<file path="config.mk">
export PLATFORM = sky130hd
export DESIGN_NAME = fetch_stall_front
export DESIGN_NICKNAME = d
export VERILOG_FILES = /design/src/rtl/fetch_stall_front_pkg.sv /design/src/rtl/fetch_stall_front_sat_counter.sv /design/src/rtl/fetch_stall_front.sv
export SDC_FILE = /design/constraint.sdc
export NUM_CORES = 1
export LEC_CHECK = 0
export CAP_MARGIN = 20
export CORE_ASPECT_RATIO = 0.8
export CORE_MARGIN = 10
export CORE_UTILIZATION = 40
export CTS_CLUSTER_SIZE = 28
export DETAILED_ROUTE_END_ITERATION = 16
export DONT_BUFFER_PORTS = 1
export PLACE_DENSITY = 0.57
export SYNTH_ARGS = -nofsm -noshare
export SYNTH_HDL_FRONTEND = slang
export SYNTH_SLANG_ARGS = --single-unit
</file>
<file path="constraint.sdc">
create_clock -name clk -period 6.4 [get_ports clk]
set_input_delay 1.6 -clock clk [delete_from_list [all_inputs] [get_ports clk]]
set_output_delay 1.6 -clock clk [all_outputs]
set_load 0.01 [all_outputs]
</file>
<file path="src/rtl/fetch_stall_front_pkg.sv">
// fetch_stall_front_pkg: shared constants for the fetch/stall front end
package fetch_stall_front_pkg;
    localparam logic [31:0] NOP_INSTR = 32'h0000_0000;
    localparam logic [31:0] DEFAULT_RESET_PC = 32'h0000_0000;
    localparam int DEFAULT_CTRL_W = 10;
    localparam logic [31:0] PC_INC = 32'd4;
endpackage

</file>
<file path="src/rtl/fetch_stall_front_sat_counter.sv">
// sat_counter: event counter that sticks at its maximum instead of wrapping
module sat_counter #(
    parameter int CNT_W = 16
) (
    input  logic             clk,
    input  logic             reset,
    input  logic             inc,
    output logic [CNT_W-1:0] count
);
    always_ff @(posedge clk)
        count <= reset ? '0 : (inc && count != '1) ? count + CNT_W'(1) : count;
endmodule

</file>
<file path="src/rtl/fetch_stall_front.sv">
// fetch_stall_front: PC, IF/ID and ID/EX control registers driven by stall/flush controls
module fetch_stall_front
    import fetch_stall_front_pkg::*;
#(
    parameter logic [31:0] RESET_PC = DEFAULT_RESET_PC,
    parameter int CTRL_W = DEFAULT_CTRL_W,
    parameter int CNT_W = 16
) (
    input  logic              clk,
    input  logic              reset,
    input  logic              PC_WriteEnable,
    input  logic              IFID_WriteEnable,
    input  logic              StallFlush,
    input  logic              BranchTaken,
    input  logic [31:0]       BranchTarget,
    input  logic              Jump,
    input  logic [31:0]       JumpTarget,
    input  logic [31:0]       IMem_Instr,
    input  logic [CTRL_W-1:0] ID_Ctrl,
    output logic [31:0]       PC,
    output logic [31:0]       IFID_PCPlus4,
    output logic [31:0]       IFID_Instr,
    output logic              IFID_Valid,
    output logic [CTRL_W-1:0] IDEX_Ctrl,
    output logic              IDEX_Valid,
    output logic [CNT_W-1:0]  StallCount,
    output logic [CNT_W-1:0]  FlushCount
);
    logic        redir;
    logic [31:0] target;
    logic [31:0] pcPlus4;
    // A redirect while the PC is frozen is dropped; ID reasserts it next cycle.
    always_comb begin
        redir = (BranchTaken | Jump) & PC_WriteEnable;
        target = (BranchTaken ? BranchTarget : JumpTarget) & ~32'h3;
        pcPlus4 = PC + PC_INC;
    end
    always_ff @(posedge clk) begin
        if (reset) begin
            PC <= RESET_PC;
            IFID_Instr <= NOP_INSTR;
            IFID_PCPlus4 <= '0;
            IFID_Valid <= 1'b0;
            IDEX_Ctrl <= '0;
            IDEX_Valid <= 1'b0;
        end else begin
            PC <= redir ? target : PC_WriteEnable ? pcPlus4 : PC;
            if (redir) begin
                IFID_Instr <= NOP_INSTR;
                IFID_PCPlus4 <= '0;
                IFID_Valid <= 1'b0;
            end else if (IFID_WriteEnable) begin
                IFID_Instr <= IMem_Instr;
                IFID_PCPlus4 <= pcPlus4;
                IFID_Valid <= 1'b1;
            end
            IDEX_Ctrl <= (StallFlush || !IFID_Valid) ? '0 : ID_Ctrl;
            IDEX_Valid <= !StallFlush && IFID_Valid;
        end
    end
    sat_counter #(.CNT_W(CNT_W)) uStallCnt (.clk(clk), .reset(reset), .inc(StallFlush), .count(StallCount));
    sat_counter #(.CNT_W(CNT_W)) uFlushCnt (.clk(clk), .reset(reset), .inc(redir), .count(FlushCount));
endmodule

</file>
# ---- Word level (Yosys, flattened, before mapping)
# Index checks and enable logic that the tools add are counted.
dict set report op_classes {
  add_sub_neg 3
  n_mul 0
  n_div 0
  n_lt_le_gt_ge 0
  eq_ne 2
  shifts 0
  mux 3
  bitwise_logic 2
  reduce_logical 9
}
# operator n
set ops {}
lappend ops {{$mux W32} 3}
lappend ops {{$add A16 B1 Y16 const B} 2}
lappend ops {{$add A32 B3 Y32 const B} 1}
lappend ops {{$ne A16 B16 Y1 const B} 2}
lappend ops {{$reduce_or A2 Y1} 2}
lappend ops {{$logic_and A1 B1 Y1} 3}
lappend ops {{$logic_not A1 Y1} 2}
lappend ops {{$reduce_bool A2 Y1} 1}
lappend ops {{$and A1 B1 Y1} 1}
lappend ops {{$logic_or A1 B1 Y1} 1}
lappend ops {{$or A1 B1 Y1} 1}
dict set report word_totals {
  ff_bits 140
  latchBits 0
  mem_bits_rw 0
  rom_bits 0
  in_bits 113
  output_inout_bits 140
  wordCells 28
  mem_count 0
}

# ---- Logic depth before layout (Yosys ltp)
dict set report logic_depth {
  word_depth 3
  ltp_mapped 8
  mapped_depth_nobuf 7
}

# ---- By module
# Synthesis repeated with hierarchy kept, for this count alone.
dict set report hier_totals {
  cells_unflattened 766
  hier_area_um2 6643.9
}
# module n_inst cells_per_inst area_per_inst_um2 seq_area_each_um2
set by_module_without_submodules {}
lappend by_module_without_submodules {fetch_stall_front 1 568 4947.2 2082.0}
lappend by_module_without_submodules {sat_counter 2 99 848.3 320.3}

# ---- Worst setup path after synthesis
# Ideal clock, no wire load.
dict set report synth_path {
  path_type {input-to-reg}
  from {in Jump}
  to {reg uFlushCnt.count[9]}
  setup_ps 128
  arrival_ps 3081
  required_ps 6272
  setup_slack_ps 3192
  path_stages 8
  n_path_buf 2
  cell_sequence {clkbuf_1 > or2_2 > clkbuf_1 > nand3_1 > nor3_1 > nand4_1 > xor2_1 > nor2_1}
}
dict set report synth_between {
  elab_chain_len 3
}
# item line_no
set synth_lines {}
lappend synth_lines {{start, declared} fetch_stall_front.sv:16} ;# input logic Jump,
lappend synth_lines {{$or A1 B1 Y1} fetch_stall_front.sv:34} ;# redir = (BranchTaken | Jump) & PC_WriteEnable;
lappend synth_lines {{$and A1 B1 Y1} fetch_stall_front.sv:34}
lappend synth_lines {{$logic_and A1 B1 Y1} fetch_stall_front_sat_counter.sv:11} ;# count <= reset ? '0 : (inc && count != '1) ? count + CNT_W'(1) : count;
lappend synth_lines {{end signal, assigned} fetch_stall_front_sat_counter.sv:11}
lappend synth_lines {{end, declared} fetch_stall_front_sat_counter.sv:8} ;# output logic [CNT_W-1:0] count
# No other way between the ends.
# A chain may end at the register's enable or synchronous reset.

# ---- Final worst setup path
dict set report layout_path {
  from {in Jump}
  to {reg PC[22]}
}
dict set report layout_between {
  elab_chain_len 3
  elab_cells_between_ends 4
  cone_classes {mux (1); bitwise (2); reduce/logical (1)}
}
# item line_no
set layout_lines {}
lappend layout_lines {{$or A1 B1 Y1 *} fetch_stall_front.sv:34}
lappend layout_lines {{$and A1 B1 Y1 *} fetch_stall_front.sv:34}
lappend layout_lines {{$mux W32 or $reduce_bool A2 Y1 (tied branches)} -}
lappend layout_lines {{end signal, assigned} fetch_stall_front.sv:47} ;# PC <= redir ? target : PC_WriteEnable ? pcPlus4 : PC;
lappend layout_lines {{end, declared} fetch_stall_front.sv:20} ;# output logic [31:0] PC,
# Every way passes the cells marked *; elsewhere a longest branch is shown, timed or not.

==> impl_metrics.csv <==
group,metric,value,unit
drt,drtIter0Drc,314,
worst_setup_path,r2r_slack,3.69,ns
worst_hold_path,hp-class,"reg2reg",
synth,yosysSeqAreaShare,44.7,%
synth,synthAdderAreaFrac,0.616,%
clock_tree,cts_setup_buffers,0,
worst_setup_path,cp-end-kind,"flop",
synth,synth_cells,690,
worst_setup_path,critical_path_class,"in2reg",
clock_tree,cts_inserted_buffers,17,
sta,period_needed,2.95,ns
worst_setup_path,start_kind,"primary input",
grt,grt_pass1_vias,4863,
sta,setup_tns,0,ns
drt,viasPerCell,5.86,
synth,synth_top_family_by_area,"simple AND/OR/NAND/NOR gates",
sta,setup_viol,0,
finish,drive_gt1_share,7.04,%
clock_tree,cts_tree,"yes",
synth,synth.top_cells.by_area,"dfxtp_1, nor2_1, mux2i_1",
sta,final.period_utilization,46.1,%
synth,synth-simple-area-share,20.3,%
synth,synth_edf_count,0,
synth,synth.area.mux_share,6.74,%
drt,drt_wl_total,19400,um
clock_tree,clock_latency,0.41,ns
floorplanning,io_pins,253,
synth,syn_area,6090,um^2
grt,grt_remaining_overflow,0,
sta,drv_slew,0,
floorplanning,dieArea,20600,um^2
power_and_ir_drop,vdd_drop_max,0.209,mV
sta,max_slew_margin,39.6,%
clock_tree,clk_pin_slew,0.06,ns
worst_hold_path,min_path_cells,2,
drt,drt-wirelength-per-cell,22.2,um
job,cap_viol_max_count,0,
finish,final-seq-area,2720,um^2
power_and_ir_drop,p_leak,2.60,nW
clock_tree,cts_max_path_buffers,2,
drt,antenna_left,0,
grt,grt_util_all_layers,17.8,%
worst_setup_path,required,6.76,ns
synth,synth.distinct_cells,54,
worst_hold_path,hold_end,"IFID_PCPlus4[6]",
synth,yosysMostFrequentCell,"dfxtp_1",
worst_setup_path,r2r_start,"PC[9]",
worst_setup_path,path_max_fanout,16,
finish,num-nets-final,786,
floorplanning,dieHeight,130,um
worst_setup_path,critPathArrivalTime,3.31,ns
synth,synth_flop_cell,"dfxtp_1",
sta,hold_viol,0,
worst_hold_path,hp-start,"IFID_PCPlus4[6]",
finish,syn_to_final_growth,13.1,%
drt,dr_total_vias,5115,
placement,io_buffers,0,
sta,fmax,339,MHz
finish,fill_cells,1426,
floorplanning,die_x,158,um
synth,ys_warn_count,0,
synth,synth_compound_area_share,15.9,%
clock_tree,h-tree-depth,4,
floorplanning,rows,40,
drt,first_pass_iters,6,
synth,syn_area_per_cell,8.83,um^2
sta,worst_pin_slew,0.901,ns
finish,fin_util,46.0,%
placement,gp_congestion,0.800,
clock_tree,clock_sinks,136,
floorplanning,core_area,15000,um^2
worst_setup_path,reg2reg_depth,6,
synth,synthTopCellsByCount,"dfxtp_1, nor2_1, mux2i_1",
clock_tree,holdBufCountCts,0,
placement,dp_hpwl,14000,um
synth,synthArstFlopShare,0,%
clock_tree,cts-root-buf,"clkbuf_16",
finish,fin_area,6890,um^2
sta,rsz0062_at_grt,"no",
synth,synth_area_leader_cell,"dfxtp_1",
grt,antenna_found_initial,2,
worst_setup_path,r2r_end,"PC[28]",
drt,drc_errors,0,
power_and_ir_drop,p_per_area,316,nW/um^2
synth,yosysTopAreaCellShare,44.7,%
sta,skew,0.00623,ns
clock_tree,post_cts_resized,0,
synth,ys_ff_latch,136,
floorplanning,initial_core_util,40.7,%
grt,grt_max_degree,92,
placement,placed_cell_area,6180,um^2
status,status,"finished, final reports clean",
grt,grt_first_pass_wirelength,28700,um
finish,multi_input_area,3150,um^2
synth,synth_xor_area_share,7.77,%
## through the flow
stage	power, W	cells	worst slack, ns	hold WS [ns]
final	0.00218	873	3.45	0.546
after global routing	0.00227	873	3.30	0.573
after CTS	0.00220	869	3.49	0.551
after detailed placement	0.00108	838	3.07	0.543
after global placement	0.00107	837	2.99	0.527
after floorplan	0.00106	693	3.19	0.497
## cell families after synthesis
| family | after synthesis |
|---|---|
| AO/OA/AOI/OAI | 149 |
| XOR/XNOR | 54 |
| adder cells (fa/ha/maj) | 3 |
| buffers and inverters | 56 |
| flip-flops | 136 |
| multiplexers | 41 |
| other | 1 |
| AND/OR/NAND/NOR | 250 |
## report_power, final
group | internal, W | switching, W
sequential | 0.000882 | 0.0000617
clock | 0.000750 | 0.000369
combinational | 0.0000570 | 0.0000606
## sequential cells by signal, indices dropped and copies added (netlist names)
register,count
IDEX_Ctrl,10
IFID_Valid,1
uFlushCnt.count,16
IFID_PCPlus4,30
IFID_Instr,32
IDEX_Valid,1
uStallCnt.count,16
PC,30
## per-layer routing
metal | wire length, um | vias up | global-route usage [%]
met5 | 0 | - | 0
met4 | 192 | 0 | 5.55
met3 | 2460 | 15 | 8.72
met2 | 9420 | 225 | 28.7
met1 | 7330 | 2457 | 20.4
li1 | - | 2418 | -
## cell usage in the layout, fill, tap and decap left out, types with 3 or more instances in the layout
| cell type | n |
|---|---|
| buf_4 | 3 |
| nor3_1 | 8 |
| and3_1 | 12 |
| ha_1 | 3 |
| o31ai_1 | 3 |
| dfxtp_1 | 136 |
| inv_1 | 7 |
| or2_2 | 3 |
| conb_1 | 4 |
| and2_1 | 12 |
| nor4_1 | 3 |
| a222oi_1 | 5 |
| clkbuf_16 | 17 |
| a2bb2oi_1 | 3 |
| a31oi_1 | 4 |
| xnor2_1 | 24 |
| nand3_1 | 22 |
| o21ai_0 | 40 |
| nand2b_1 | 4 |
| a211oi_1 | 15 |
| a21oi_1 | 35 |
| xor2_1 | 30 |
| nand2_1 | 31 |
| o32ai_1 | 7 |
| nor2_1 | 117 |
| bufinv_16 | 6 |
| and4_1 | 11 |
| a22oi_1 | 13 |
| a221oi_1 | 8 |
| nand4_1 | 14 |
| mux2i_1 | 41 |
| clkinv_2 | 3 |
## area by class of cell
type,count,share of cell area [%]
Antenna cell,2,0.0727
Sequential cell,136,39.5
Timing Repair Buffer,6,0.945
Multi-Input combinational cell,501,45.8
Clock buffer,19,6.58
Inverter,8,0.436
Clock inverter,12,3.22
Tap cell,189,3.43
## worst max-delay path, cell delays in order
cell and delay, ns:
nor2_1 0.56, nand2_1 0.59, o32a_1 0.48, nand2_1 0.07
## worst max-delay path by stage
stage / startpoint / end / slack [ns] / depth (start not counted)
floorplan: Jump / uFlushCnt.count[9] / 3.19 / 8
detailed placement: Jump / PC[22] / 3.07 / 4
finish: Jump / PC[22] / 3.45 / 4
global placement: Jump / PC[24] / 2.99 / 4
CTS: Jump / PC[22] / 3.49 / 4
global route: Jump / PC[22] / 3.30 / 5
(Power assumes the default switching activity.)
